## config.mk

```make
export PLATFORM = sky130hd
export DESIGN_NAME = para_report
export DESIGN_NICKNAME = d
export VERILOG_FILES = /design/src/rtl/para_pkg.sv /design/src/rtl/para_report_timer.sv /design/src/rtl/para_report.sv
export SDC_FILE = /design/constraint.sdc
export NUM_CORES = 1
export LEC_CHECK = 0
export ABC_CLOCK_PERIOD_IN_PS = 3230
export CAP_MARGIN = 20
export CELL_PAD_IN_SITES_DETAIL_PLACEMENT = 2
export CELL_PAD_IN_SITES_GLOBAL_PLACEMENT = 2
export CORE_UTILIZATION = 34
export DETAILED_ROUTE_END_ITERATION = 10
export PLACE_DENSITY = 0.8
export SYNTH_ARGS = -nofsm -noshare
export SYNTH_HDL_FRONTEND = slang
export SYNTH_SLANG_ARGS = --single-unit
export TNS_END_PERCENT = 100
```

## constraint.sdc

```tcl
create_clock -name clk -period 3.23 [get_ports clk]
set_input_delay 0.4845 -clock clk [delete_from_list [all_inputs] [get_ports clk]]
set_output_delay 0.4845 -clock clk [all_outputs]
set_load 0.1 [all_outputs]
```

## src/rtl/para_pkg.sv

```systemverilog
// Shared constants, state encoding and payload layout for the CAN status reporter.
package para_pkg;

  localparam logic [10:0] TX_ID_DEF      = 11'h181;
  localparam int unsigned PERIOD_CYC_DEF = 25_000_000;
  localparam int unsigned GAP_CYC_DEF    = 50_000;
  localparam int unsigned TMO_CYC_DEF    = 500_000;

  // Byte positions inside the 64-bit payload; byte0 is transmitted first.
  localparam int B_CTRL   = 56;
  localparam int B_ID_SET = 48;
  localparam int B_DT     = 40;
  localparam int B_TS_HI  = 32;
  localparam int B_TS_LO  = 24;
  localparam int B_TON    = 16;
  localparam int B_T_NEG  = 8;
  localparam int B_SEQ    = 0;
  localparam int VEC_LSB  = B_T_NEG;
  localparam int VEC_W    = 64 - VEC_LSB;

  // IDLE: wait for a trigger, SEND: frame offered, GAP: enforced idle time
  typedef enum logic [1:0] {
    ST_IDLE = 2'd0,
    ST_SEND = 2'd1,
    ST_GAP  = 2'd2
  } state_t;

  function automatic logic [63:0] pack_frame(
    input logic [7:0]  ctrl,
    input logic [7:0]  id_set,
    input logic [7:0]  dt,
    input logic [15:0] ts,
    input logic [7:0]  ton,
    input logic [7:0]  t_neg,
    input logic [7:0]  seq
  );
    logic [63:0] f;
    f = '0;
    f[B_CTRL   +: 8] = ctrl;
    f[B_ID_SET +: 8] = id_set;
    f[B_DT     +: 8] = dt;
    f[B_TS_HI  +: 8] = ts[15:8];
    f[B_TS_LO  +: 8] = ts[7:0];
    f[B_TON    +: 8] = ton;
    f[B_T_NEG  +: 8] = t_neg;
    f[B_SEQ    +: 8] = seq;
    return f;
  endfunction

endpackage

```

## src/rtl/para_report_timer.sv

```systemverilog
// Loadable down-counter; done is high for the single cycle in which the count is 1,
// so a load of N makes done appear N-1 cycles later and the owner reacts on the Nth edge.
module para_report_timer #(
  parameter int W = 16
) (
  input  logic         clk,
  input  logic         rst_n,
  input  logic         load,
  input  logic [W-1:0] load_val,
  output logic         done
);

  logic [W-1:0] cnt;

  always_ff @(posedge clk or negedge rst_n) begin
    if (!rst_n) begin
      cnt <= '0;
    end else if (load) begin
      cnt <= load_val;
    end else if (cnt != '0) begin
      cnt <= cnt - W'(1);
    end
  end

  assign done = (cnt == W'(1));

endmodule

```

## src/rtl/para_report.sv

```systemverilog
// Status frame reporter: snapshots display parameters into a CAN frame on request,
// on a period tick or on any change, with handshake timeout and inter-frame gap.
module para_report
  import para_pkg::*;
#(
  parameter logic [10:0] TX_ID      = TX_ID_DEF,
  parameter int unsigned PERIOD_CYC = PERIOD_CYC_DEF,
  parameter int unsigned GAP_CYC    = GAP_CYC_DEF,
  parameter int unsigned TMO_CYC    = TMO_CYC_DEF
) (
  input  logic        clk,
  input  logic        rst_n,
  input  logic        power_start,
  input  logic        panglu,
  input  logic        vneg,
  input  logic [3:0]  mode,
  input  logic [7:0]  id_set,
  input  logic [7:0]  dt,
  input  logic [7:0]  ton,
  input  logic [7:0]  t_neg,
  input  logic [15:0] ts,
  input  logic        report_req,
  input  logic        tx_ready,
  output logic        tx_valid,
  output logic [10:0] tx_id,
  output logic [3:0]  tx_dlc,
  output logic [63:0] tx_data,
  output logic [7:0]  tmo_cnt
);

  localparam int unsigned TMR_MAX = (TMO_CYC > GAP_CYC) ? TMO_CYC : GAP_CYC;
  localparam int TW = $clog2(TMR_MAX + 1);
  localparam int PW = $clog2(PERIOD_CYC + 1);

  state_t            state, state_nx;
  logic [7:0]        seq;
  logic [PW-1:0]     period_cnt;
  logic [VEC_W-1:0]  last_sent;
  logic [63:0]       cur_frame;
  logic              pending, start, hs, tmo, period_hit, changed, trig;
  logic              tmr_load, tmr_done;
  logic [TW-1:0]     tmr_val;

  assign cur_frame  = pack_frame({power_start, panglu, vneg, 1'b0, mode},
                                 id_set, dt, ts, ton, t_neg, seq);
  assign changed    = (cur_frame[63:VEC_LSB] != last_sent);
  assign period_hit = (period_cnt == PW'(PERIOD_CYC - 1));
  assign hs         = (state == ST_SEND) && tx_ready;
  assign tmo        = (state == ST_SEND) && tmr_done && !tx_ready;
  // A change seen during SEND is caught again in GAP, since last_sent then holds the sent frame
  assign trig       = report_req || period_hit || (changed && (state != ST_SEND));

  assign tx_id  = TX_ID;
  assign tx_dlc = 4'd8;

  para_report_timer #(.W(TW)) u_timer (
    .clk      (clk),
    .rst_n    (rst_n),
    .load     (tmr_load),
    .load_val (tmr_val),
    .done     (tmr_done)
  );

  always_ff @(posedge clk or negedge rst_n) begin
    if (!rst_n) state <= ST_IDLE;
    else        state <= state_nx;
  end

  always_comb begin
    state_nx = state;
    start    = 1'b0;
    tmr_load = 1'b0;
    tmr_val  = '0;
    case (state)
      ST_IDLE: begin
        if (pending || trig) begin
          state_nx = ST_SEND;
          start    = 1'b1;
          tmr_load = 1'b1;
          tmr_val  = TW'(TMO_CYC);
        end
      end
      ST_SEND: begin
        if (hs || tmo) begin
          state_nx = ST_GAP;
          tmr_load = 1'b1;
          tmr_val  = TW'(GAP_CYC);
        end
      end
      ST_GAP: begin
        if (tmr_done) state_nx = ST_IDLE;
      end
      default: state_nx = ST_IDLE;
    endcase
  end

  always_ff @(posedge clk or negedge rst_n) begin
    if (!rst_n) begin
      tx_valid   <= 1'b0;
      tx_data    <= '0;
      seq        <= '0;
      tmo_cnt    <= '0;
      period_cnt <= '0;
      last_sent  <= '0;
      pending    <= 1'b1;
    end else begin
      tx_valid <= (state_nx == ST_SEND);
      if (start) tx_data <= cur_frame;
      if (hs) begin
        seq       <= seq + 8'd1;
        last_sent <= tx_data[63:VEC_LSB];
      end
      if (tmo && (tmo_cnt != 8'hFF)) tmo_cnt <= tmo_cnt + 8'd1;
      if (hs || period_hit) period_cnt <= '0;
      else                  period_cnt <= period_cnt + PW'(1);
      // An aborted frame is retried after the gap
      if (start)             pending <= 1'b0;
      else if (trig || tmo)  pending <= 1'b1;
    end
  end

endmodule

```

==> Flow_metrics.wiki, run 1 <==
{| class="wikitable"
! Metric !! Value
|-
| Layout net count || approximately 970
|-
| Fill cell total of the finished layout || 2517
|-
| Top FF cell, synth || sky130_fd_sc_hd__dfrtp_1
|-
| Distinct cell type count of the synthesized netlist || between 40 and 50
|-
| Initial antenna violation count || 3
|-
| CP endpoint kind || flop
|-
| Part of the total power dissipated in sequential elements || around 31%
|-
| Total power consumption of the routed design || roughly 13 mW
|-
| Wirelength, routed || 24400 um
|-
| Flop2flop setup slack || 0.46 ns
|-
| Largest voltage drop on the vdd net || about 0.00087 V
|-
| Post-CTS Hold Fix Bufs || 0
|-
| Cell with the most instances after synthesis || sky130_fd_sc_hd__nand2_1
|-
| Critical path arrival || 3.18 ns
|-
| Top achievable clock speed || approximately 0.35 GHz
|-
| Post-synthesis async set-or-reset flop share || 100%
|-
| Starting utilization of the core area || around a third
|-
| Unrepaired setup endpoints after global routing || false
|-
| Least-Margin Pin Slew || roughly 1.0 ns
|-
| Num ports || 147
|-
| Cell mode on critical path || sky130_fd_sc_hd__nor4_1
|-
| Type of origin of the critical path || input pin
|-
| Logic depth of the worst register-to-register path || 8
|-
| Commonest cells in the synthesized netlist || sky130_fd_sc_hd__nand2_1, sky130_fd_sc_hd__dfrtp_1, sky130_fd_sc_hd__xor2_1, sky130_fd_sc_hd__mux2_2, sky130_fd_sc_hd__nor2_1
|-
| Buffer and inverter count on the worst path || 3
|-
| Total global routing track utilization || approximately a fifth
|-
| CTS H-Tree Depth || 4
|-
| Post-DP HPWL || approximately 17000 um
|-
| Slowest library cell on the worst path || sky130_fd_sc_hd__nor4_1
|-
| Synthesis warning total || 0
|-
| 1st-iter DRT viols || just under 200
|-
| Leakage power || ~4.8 nW
|-
| Total DRC errors in the routed layout || 0
|-
| Buffers inserted by post-CTS timing repair || 0
|-
| Biggest fanout along the worst timing path || 30
|-
| First-pass GRT wire length || around 40000 um
|-
| Total internal power || 6.32 mW
|-
| Post-Synthesis Cell Area || about 0.0082 mm^2
|-
| Maximum clock path buffer count || 2
|-
| Total vias in the final route || 6059
|-
| Cell depth of the worst setup path || 9
|-
| Count of flip-flops with a built-in enable after synthesis || 0
|-
| Cells after Synth || 762
|-
| Clock network fraction of total power || a little under a fifth
|-
| Clock-pin slew on the worst setup and hold paths || about 0.070 ns
|-
| Tmin final || between 2 and 3 ns
|-
| Vias per std cell || approximately 4.9
|-
| Worst Skew || 0.0146 ns
|-
| # placed instances || 1203
|-
| Pwr Density || 1210 mW/mm^2
|-
| Area share of the largest cell type after synthesis || 55.3%
|-
| Worst relative slew slack || around a third
|-
| Utilization after layout || about 44%
|-
| Setup CP Type || input pin to flop
|-
| Routability-driven placement congestion ratio || between 0.7 and 0.8
|-
| Fraction of layout cells with a size suffix above 1 || between 10% and 20%
|-
| Seq cells post-synth || approximately 180
|-
| Clock latency of the later-clocked register in the worst-skew pair || approximately 0.43 ns
|-
| Number of nets still failing antenna checks after routing || 0
|-
| Sw frac || about 50%
|-
| Area of the core || ~0.024 mm^2
|-
| Main area contributors after synthesis || sky130_fd_sc_hd__dfrtp_1, sky130_fd_sc_hd__mux2_2, sky130_fd_sc_hd__nand2_1
|-
| Number of global-route vias before repair || between 6k and 7k
|-
| Chain of cells forming the critical path || clkdlybuf4s50_1, xor2_1, nor4_1, buf_4, nand4_1, nor4_1, a211o_2, buf_12, mux2_2
|-
| Critical path data required time || around 3.5 ns
|-
| Worst-case hold slack || roughly 0.11 ns
|-
| Average routed wire per standard cell || a little under 20 um
|-
| Largest incremental delay on the critical path || between 0.4 and 0.5 ns
|-
| Die extent in y || between 150 and 200 um
|-
| Share of total power in combinational logic || 50.6%
|-
| Mean area per synthesized cell || 10.7 um^2
|-
| Yosys top cell by area || sky130_fd_sc_hd__dfrtp_1
|-
| Horizontal extent of the die || approximately 160 um
|-
| Status || finished clean
|-
| Floorplan die area || 0.0247 mm^2
|-
| Post-Route Setup TNS || 0 ns
|-
| Number of core rows || 56
|-
| Post-synthesis sequential area ratio || between 50% and 60%
|-
| # Max-Cap Violations || 0
|-
| Clock sink total || 182
|-
| Power dissipated by switching net loads || 6.35 mW
|-
| Max-slew violation count || 0
|-
| Drt pass-1 iters || 4
|-
| Post-CTS resize count || 0
|-
| Count of endpoints failing hold in the final timing report || 0
|-
| Grt ovf || 0
|-
| Port buffer count || 130
|-
| Inserted Clock Buffers || 17
|-
| Kind of cell adding the most delay to the critical path || simple AND/OR/NAND/NOR gates
|-
| Largest net degree at the start of global routing || between 90 and 100
|-
| Final Non-Filler Cells || roughly 1.2k
|-
| Final Setup Violations || 0
|-
| Type of the tightest min-delay check || input pin to asynchronous set/reset pin
|-
| Layout overhead on the synthesized area || 27.6%
|-
| Final Cycle Share || 88.8%
|-
| Clk root buf || sky130_fd_sc_hd__clkbuf_16
|-
| Clock tree from TritonCTS || yes
|}
[flip-flops by register name (all words and copies together), names as in the netlist]
register	cells
tx_data	63
last_sent	55
period_cnt	25
u_timer.cnt	19
seq	8
tmo_cnt	8
state	2
pending	1
tx_valid	1
[cell usage in the layout (no fill, tap or decap), types with 2 or more instances in the layout]
| master | count |
|---|---|
| sky130_fd_sc_hd__and3_1 | 10 |
| sky130_fd_sc_hd__buf_12 | 2 |
| sky130_fd_sc_hd__buf_4 | 56 |
| sky130_fd_sc_hd__bufinv_16 | 4 |
| sky130_fd_sc_hd__clkbuf_16 | 17 |
| sky130_fd_sc_hd__clkbuf_8 | 3 |
| sky130_fd_sc_hd__clkdlybuf4s50_1 | 90 |
| sky130_fd_sc_hd__clkinv_4 | 2 |
| sky130_fd_sc_hd__clkinvlp_4 | 2 |
| sky130_fd_sc_hd__conb_1 | 16 |
| sky130_fd_sc_hd__dfrtp_1 | 181 |
| sky130_fd_sc_hd__ha_1 | 6 |
| sky130_fd_sc_hd__inv_1 | 7 |
| sky130_fd_sc_hd__inv_6 | 4 |
| sky130_fd_sc_hd__mux2_2 | 64 |
| sky130_fd_sc_hd__nand2_1 | 189 |
| sky130_fd_sc_hd__nand2b_1 | 2 |
| sky130_fd_sc_hd__nand3_1 | 19 |
| sky130_fd_sc_hd__nand4_1 | 11 |
| sky130_fd_sc_hd__nor2_1 | 40 |
| sky130_fd_sc_hd__nor2b_1 | 2 |
| sky130_fd_sc_hd__nor3_1 | 16 |
| sky130_fd_sc_hd__nor4_1 | 23 |
| sky130_fd_sc_hd__o21ai_0 | 10 |
| sky130_fd_sc_hd__o31ai_1 | 4 |
| sky130_fd_sc_hd__or2_2 | 2 |
| sky130_fd_sc_hd__or4_1 | 5 |
| sky130_fd_sc_hd__xnor2_1 | 33 |
| sky130_fd_sc_hd__xor2_1 | 76 |
[worst paths after layout]
check | start | to
max in group asynchronous | rst_n | pending$_DFFE_PN1P_
min reg2reg | seq[7]$_DFFE_PN0P_ | seq[7]$_DFFE_PN0P_
max reg2reg | last_sent[7]$_DFFE_PN0P_ | tx_data[5]$_DFFE_PN0N_
min | rst_n | period_cnt[15]$_DFF_PN0_
max | t_neg[7] | tx_data[5]$_DFFE_PN0N_
min in group clk | seq[7]$_DFFE_PN0P_ | seq[7]$_DFFE_PN0P_
[cells by family (layout without fill, tap and decap cells)]
kind of cell | count (synthesis) | count (layout) | share of synthesized area [%]
fa+ha+maj | 6 | 6 | 0.917
xor+xnor | 109 | 109 | 11.7
mux | 64 | 64 | 8.81
flops | 182 | 182 | 55.7
other cells | 2 | 17 | 0.0918
compound gates | 19 | 19 | 1.44
buf+inv | 49 | 189 | 3.10
simple gates | 331 | 331 | 18.3
[area by class of cell]
class                      count  area [um^2]  share of cell area [%]
sequential                   182         4560                    43.6
clock buffer                  19          453                    4.34
timing repair buffer         149         1380                    13.2
tap                          319          399                    3.82
antenna                        1         2.50                  0.0240
clock inverter                13          193                    1.85
inverter                       8         30.0                   0.288
multi-input combinational    545         3430                    32.9
[worst register-to-register path: stages (launching register included)]
cell                      delay, ns
sky130_fd_sc_hd__dfrtp_1       0.40
sky130_fd_sc_hd__xor2_1        0.19
sky130_fd_sc_hd__nor4_1        0.47
sky130_fd_sc_hd__buf_4         0.21
sky130_fd_sc_hd__nand4_1       0.09
sky130_fd_sc_hd__nor4_1        0.40
sky130_fd_sc_hd__a211o_2       0.29
sky130_fd_sc_hd__buf_12        0.22
sky130_fd_sc_hd__mux2_2        0.38
[metrics by stage]
step / worst slack, ns / area (um^2)
6_report: 0.362 / 10400
4_1_cts: 0.374 / 10400
3_5_place_dp: -0.0340 / 9790
5_1_grt: 0.262 / 10400
3_3_place_gp: 0.118 / 9790
2_1_floorplan: 0.834 / 8240
[power groups by stage]
stage | Clock (mW) | Combinational [mW] | Sequential [mW]
after floorplan | 0 | 1.95 | 6.60
final | 2.31 | 6.40 | 3.95
after CTS | 2.37 | 6.49 | 3.96
after detailed placement | 0 | 6.41 | 3.97
after global placement | 0 | 6.22 | 3.90
after global routing | 2.45 | 6.75 | 4.06
[layer usage]
metal / global-route usage (%) / wire (um) / vias up
li1: - / - / 2767
met5: 0 / 11 / -
met1: 25.9 / 10400 / 3142
met4: 5.69 / 333 / 2
met3: 6.11 / 1320 / 25
met2: 37.0 / 12400 / 123
Power figures use the tool's default switching activity.
==> run 2, diff against run 1 <==
--- a/config.mk
+++ b/config.mk
@@ -12,6 +12,7 @@
 export CORE_UTILIZATION = 34
 export DETAILED_ROUTE_END_ITERATION = 10
 export PLACE_DENSITY = 0.8
+export SLEW_MARGIN = 10
 export SYNTH_ARGS = -nofsm -noshare
 export SYNTH_HDL_FRONTEND = slang
 export SYNTH_SLANG_ARGS = --single-unit
==> results of run 2 <==
Final layout, timing and power as in run 1 (identical DEF).
